$ cat src/rtl/bcd_scan_counter.sv
// Four-digit BCD up/down counter with clear/load and a multiplexed digit scanner.
// The scanned digit nibble and the active-low one-hot select are registered together.
module bcd_scan_counter #(
  parameter int unsigned SCAN_DIV = 1000
) (
  input  logic        clk,
  input  logic        rst_n,
  input  logic        cnt_en,
  input  logic        up_dn,
  input  logic        clear,
  input  logic        load,
  input  logic [15:0] load_val,
  input  logic        blank,
  output logic [15:0] bcd_val,
  output logic [3:0]  digit_out,
  output logic [3:0]  digit_sel,
  output logic        carry
);

  localparam logic [15:0] DivLast = 16'(SCAN_DIV - 1);

  logic [15:0] bcd_q, bcd_d;
  logic        carry_q, carry_d;
  logic [15:0] div_q, div_d;
  logic [1:0]  idx_q, idx_d;
  logic [3:0]  digit_out_q, digit_out_d;
  logic [3:0]  digit_sel_q, digit_sel_d;
  logic        ripple;
  logic [3:0]  nib;

  // Count value: clear > load > cnt_en, decimal ripple resolved within one cycle.
  always_comb begin
    bcd_d   = bcd_q;
    carry_d = 1'b0;
    ripple  = 1'b0;
    nib     = 4'h0;
    if (clear) begin
      bcd_d = '0;
    end else if (load) begin
      for (int i = 0; i < 4; i++) begin
        nib               = load_val[4*i +: 4];
        bcd_d[4*i +: 4]   = (nib > 4'd9) ? 4'd9 : nib;
      end
    end else if (cnt_en) begin
      ripple = 1'b1;
      for (int i = 0; i < 4; i++) begin
        nib = bcd_q[4*i +: 4];
        if (ripple) begin
          if (up_dn) begin
            if (nib >= 4'd9) begin
              bcd_d[4*i +: 4] = 4'd0;
            end else begin
              bcd_d[4*i +: 4] = nib + 4'd1;
              ripple          = 1'b0;
            end
          end else begin
            if (nib == 4'd0) begin
              bcd_d[4*i +: 4] = 4'd9;
            end else begin
              bcd_d[4*i +: 4] = nib - 4'd1;
              ripple          = 1'b0;
            end
          end
        end
      end
      // A ripple surviving all four digits is the full wrap.
      carry_d = ripple;
    end
  end

  // Free-running scan divider and digit index.
  always_comb begin
    div_d = div_q + 16'd1;
    idx_d = idx_q;
    if (div_q >= DivLast) begin
      div_d = '0;
      idx_d = idx_q + 2'd1;
    end
  end

  // Nibble and select both come from next-state values so they change together.
  always_comb begin
    digit_out_d = 4'h0;
    case (idx_d)
      2'd0:    digit_out_d = bcd_d[3:0];
      2'd1:    digit_out_d = bcd_d[7:4];
      2'd2:    digit_out_d = bcd_d[11:8];
      default: digit_out_d = bcd_d[15:12];
    endcase
    digit_sel_d = blank ? 4'b1111 : ~(4'b0001 << idx_d);
  end

  always_ff @(posedge clk) begin
    if (!rst_n) begin
      bcd_q       <= '0;
      carry_q     <= 1'b0;
      div_q       <= '0;
      idx_q       <= '0;
      digit_out_q <= 4'h0;
      digit_sel_q <= 4'b1110;
    end else begin
      bcd_q       <= bcd_d;
      carry_q     <= carry_d;
      div_q       <= div_d;
      idx_q       <= idx_d;
      digit_out_q <= digit_out_d;
      digit_sel_q <= digit_sel_d;
    end
  end

  assign bcd_val   = bcd_q;
  assign carry     = carry_q;
  assign digit_out = digit_out_q;
  assign digit_sel = digit_sel_q;

endmodule

$ cat config.mk
export PLATFORM = sky130hd
export DESIGN_NAME = bcd_scan_counter
export DESIGN_NICKNAME = d
export VERILOG_FILES = /design/src/rtl/bcd_scan_counter.sv
export SDC_FILE = /design/constraint.sdc
export NUM_CORES = 1
export LEC_CHECK = 0
export CELL_PAD_IN_SITES_DETAIL_PLACEMENT = 1
export CELL_PAD_IN_SITES_GLOBAL_PLACEMENT = 2
export CORE_ASPECT_RATIO = 0.7
export CORE_MARGIN = 5
export CORE_UTILIZATION = 34
export CTS_BUF_LIST = sky130_fd_sc_hd__clkbuf_16
export CTS_CLUSTER_DIAMETER = 30
export DETAILED_ROUTE_END_ITERATION = 10
export GPL_ROUTABILITY_DRIVEN = 0
export MAX_ROUTING_LAYER = met4
export PLACE_DENSITY = 0.95
export SLEW_MARGIN = 10
export SYNTH_ARGS = -nofsm -noshare
export SYNTH_HDL_FRONTEND = slang
export SYNTH_SLANG_ARGS = --single-unit
$ cat constraint.sdc
create_clock -name clk -period 5.6 [get_ports clk]
set_clock_uncertainty 0.05 [all_clocks]
set_input_delay 1.4 -clock clk [delete_from_list [all_inputs] [get_ports clk]]
set_output_delay 1.4 -clock clk [all_outputs]
set_load 0.005 [all_outputs]
## Yosys cells after proc, flatten, opt, wreduce, memory -nomap -nowiden

Index checks and enable logic that the tools add are counted.

| word-level totals | value |
|---|---|
| register bits | 43 |
| bits in latches | 0 |
| bits in writable memories | 0 |
| ROM bits | 0 |
| output and inout bits | 25 |
| memories | 0 |

| cells by class | value |
|---|---|
| $add $sub $neg | 10 |
| $mul | 0 |
| div/mod/pow operators | 0 |
| order comparisons | 9 |
| equal/unequal tests | 2 |
| shifts and indexed selects | 1 |
| multiplexer cells | 48 |
| bitwise gates (word level) | 4 |
| reduce and logical (&&, ||, !) cells | 8 |

Operators by type and width:

| cell | number |
|---|---|
| two-way mux 4 bit | 19 |
| two-way mux 16 bit | 3 |
| two-way mux 1 bit | 24 |
| adder 16 x 1 -> 16 bit, second input constant | 1 |
| adder 4 x 1 -> 4 bit, second input constant | 4 |
| >= comparator 16 x 10 -> 1 bit, second input constant | 1 |
| >= comparator 4 bit, second input constant | 4 |
| greater-than comparator 4 bit, second input constant | 4 |
| logical NOT 4 bit | 4 |
| subtractor 4 x 1 -> 4 bit, second input constant | 4 |
| case mux 4 bit (3 select lines) | 1 |
| OR reduction 5 bit | 1 |
| NOT 4 bit | 1 |
| OR reduction 2 bit | 2 |
| << shifter 1 x 2 -> 4 bit, first input constant | 1 |
| NOT 1 bit | 3 |
| adder 2 x 1 -> 2 bit, second input constant | 1 |
| equality test 2 x 1 -> 1 bit, second input constant | 1 |
| equality test 2 bit, second input constant | 1 |
| logical NOT 2 bit | 1 |
| two-way mux 2 bit | 1 |

## Depth between registers and ports, before layout

| logic depth | value |
|---|---|
| depth after elaboration | 19 |
| mapped depth | 10 |
| mapped depth without buffers | 9 |

## Least setup slack after synthesis

Ideal clock, no wire load.

| path | value |
|---|---|
| path kind | input-to-reg |
| from | in up_dn |
| to | reg digit_out_q[2] (netlist: digit_out[2]) |
| data arrival time | 3.201 ns |
| data required time | 5.484 ns |
| path slack | 2.283 ns |
| cell stages on the path | 9 |
| path buffers | 2 |
| cell sequence | buf_6 -> or4b_4 -> o21ai_2 -> nand2_2 -> buf_6 -> or4b_4 -> a21oi_2 -> o22ai_1 -> a21oi_2 |

| between the ends | value |
|---|---|
| longest elaborated chain between the ends | 17 |
| elaborated cells between the ends (all ways) | 25 |

RTL lines:

| item | RTL line | text |
|---|---|---|
| from (decl) | 9 | `input logic up_dn,` |
| two-way mux 1 bit | 49 | `if (up_dn) begin` |
| two-way mux 1 bit | 44 | `end else if (cnt_en) begin` |
| two-way mux 1 bit | 39 | `end else if (load) begin` |
| two-way mux 1 bit | 37 | `if (clear) begin` |
| two-way mux 1 bit | 48 | `if (ripple) begin` |
| two-way mux 1 bit | 44 |  |
| two-way mux 1 bit | 39 |  |
| two-way mux 1 bit | 37 |  |
| two-way mux 1 bit | 48 |  |
| two-way mux 1 bit | 44 |  |
| two-way mux 1 bit | 39 |  |
| two-way mux 1 bit | 37 |  |
| two-way mux 4 bit | 48 |  |
| two-way mux 16 bit (*) | 44 |  |
| two-way mux 16 bit (*) | 39 |  |
| two-way mux 16 bit (*) | 37 |  |
| case mux 4 bit (3 select lines) (*) | 84 | `case (idx_d)` |
| to (signal assigned) | 106 | `digit_out_q <= digit_out_d;` |
| to (decl) | 26 | `logic [3:0] digit_out_q, digit_out_d;` |

Mark *: on every way between the ends. The rest lies on a longest branch, timed or not. The select of a mux whose other input is x is not followed.
A chain may end at the register's enable or synchronous reset.

## Worst setup path in the final report

| path | value |
|---|---|
| from | in up_dn |
| to | reg digit_out_q[0] (netlist: digit_out[0]) |

Same word-level chain as after synthesis.

==> out/metrics.cfg <==
[cts]
cts_tree=built
clk_pin_slew_ps=60
cts_hold_buf=0
post_cts_buffers=0
clock_sinks=43
cts_resized=0
numCtsBuffers=5
insertion_delay_ps=290
clock-root-buffer=clkbuf_16
clock_path_buffers=2
htreeDepth=2

[global_routing]
grt_start_max_net_pins=27
grt_util_all_layers_pct=18.4
grt_pass1_vias=2906
antenna_found_initial=0
grt_pass1_wl_mm=15.0
globalRouteOverflowTotal=0

[final_layout]
fill_cells=1005
final_nets=444
drive_above_1_share_pct=7.37
final_common_cell=clkdlybuf4s50_1
antenna_cells=0
seqCellArea_um2=861
multiInputGateArea_um2=1860
final_cell_mix=47 x clkdlybuf4s50_1, 46 x nor2_1, 43 x dfxtp_1, 26 x inv_1, 25 x nand2_1
final_cell_area_um2=3580
syn2layout_area_growth_pct=24.4
fin_cells=512
post-route-util_pct=42.9

[logic_synthesis]
syn_avg_cell_area_um2=7.97
synth-edff-count=0
synthCells=361
yosysUniqueCellTypes=74
synth_top_area_cell=dfxtp_1
syn_area_um2=2880
yosysSeqAreaShare_pct=29.9
synthFlopType=dfxtp_1
synth_top_area_share_pct=29.9
synth-seq-cells=43
async_flop_share_pct=0
synth_warnings=0
synth_area_leaders=dfxtp_1 30%, ha_1 6.5%, nor2_1 6.0%, o21ai_0 3.5%, a21oi_1 3.3%

[worst_setup_path]
critPathMaxStageDelay_ps=790
worstPathBufferInverterCount=2
worstPathRequired_ps=5710
critPathTopFamily=buffers and inverters
critPathKind=in -> reg
worstSetupStartpoint=up_dn
r2r_start=bcd_val[8]
critPathMaxFanout=26
path_cells=clkdlybuf4s50_1 > buf_4 > nand3_1 > o2bb2ai_2 > nand2_2 > nor2_1 > mux2_2 > o31ai_1 > nor4_2
start_kind=input port
cp-end-kind=flip-flop
arrival_ps=4360
critPathSlowestCell=clkdlybuf4s50_1

[floorplan]
die_area_um2=10400
coreArea_um2=8340
die_w_um=120
die_y_um=87.0
start_util_pct=34.5
ioPinCount=48
rows=28

[sta]
fmax_ghz=0.236
hold_viol=0
tns_ps=0
rsz0062_at_grt=false
slew_headroom_pct=42.3
drv_slew=0
period_minus_slack_ps=4240
setup_viol=0
fin_crit_sh_pct=75.8
worst_slew_pin_slew_ps=866

[routing]
wl_mm=8.96
firstDrtPassIters=4
drt_iter0_markers=154
vias=2820
drt.antenna.violating_nets=0
avgViaCountPerCell=5.51
routedWlPerCell_um=17.5
drc=0

[hold_path]
hp-class=reg -> reg
min-delay-start=div_q[0]

[placement]
dpl_cell_area_um2=3440
place_inst=504
port-buffer-count=47
dp_hpwl_mm=6.81

[power]
leakage_uw=0.00137
irDropWorstVdd_v=0.000111
total_power_uw=780
p_per_area_nw_per_um2=218

[run]
maxCapViolations=0

[status]
status=complete, no violations

[synth_stat cells, drive strengths merged, types with 3 or more instances]
library cell  number
a31oi              5
nand3             12
nand2b            10
inv               25
and3               5
xor2               4
and2              13
or3b               3
ha                15
dfxtp             43
or4b               3
or3                3
a21o               3
clkbuf            13
o31ai              3
nor3b              4
nor3               7
buf                4
nand2             26
a311oi             3
a211oi             3
xnor2              4
nor4               5
o21ai             22
a21oi             21
nor2              46
[metal layers]
layer / track usage [%] / wire (um) / share of wire, % / up-vias
li1: - / - / - / 1389
met1: 25.8 / 4650 / 52 / 1358
met2: 28.2 / 3900 / 44 / 66
met3: 2.47 / 338 / 3.8 / 7
met4: 4.16 / 72 / 0.80 / 0
met5: - / 0 / 0 / -
[where the power goes]
part           leakage, uW  total, uW  internal (uW)  switching (uW)
clock            0.0000710        284            163             122
combinational     0.000947        161           75.8            85.2
sequential        0.000352        334            318            16.2
[sequential cells by signal, summed over array words and instances (netlist names)]
register / cells
digit_sel: 4
bcd_val: 16
digit_out: 4
idx_q: 2
div_q: 16
carry: 1
[cell type report]
class	instances	area share, %
repair buffers	50	13.8
multi-input cells	281	51.9
flip-flops and latches	43	24.0
clock buffers	5	3.50
clock inverters	3	0.454
inverters	25	2.62
well taps	105	3.67
[through the flow]
step,setup WS (ps),hold slack [ps]
after global routing,1160,446
after CTS,1400,428
after detailed placement,1100,422
after global placement,1210,378
final,1360,418
after floorplan,2280,368
[final timing paths]
| kind | slack (ps) | cells past startpoint | to |
|---|---|---|---|
| max | 1360 | 9 | digit_out[0] |
| min | 420 | 1 | div_q[0] |
| max reg2reg | 2490 | 9 | digit_out[1] |
| min reg2reg | 420 | 1 | div_q[0] |
[cell families after synthesis]
kind of cell	share of synthesized area, %
XOR/XNOR	2.44
AND/OR/NAND/NOR	28.9
AO/OA/AOI/OAI	23.3
multiplexers	2.70
other	0.130
buffers and inverters	6.09
flip-flops	29.9
adder cells (fa/ha/maj)	6.52
Power figures use the tool's default switching activity.
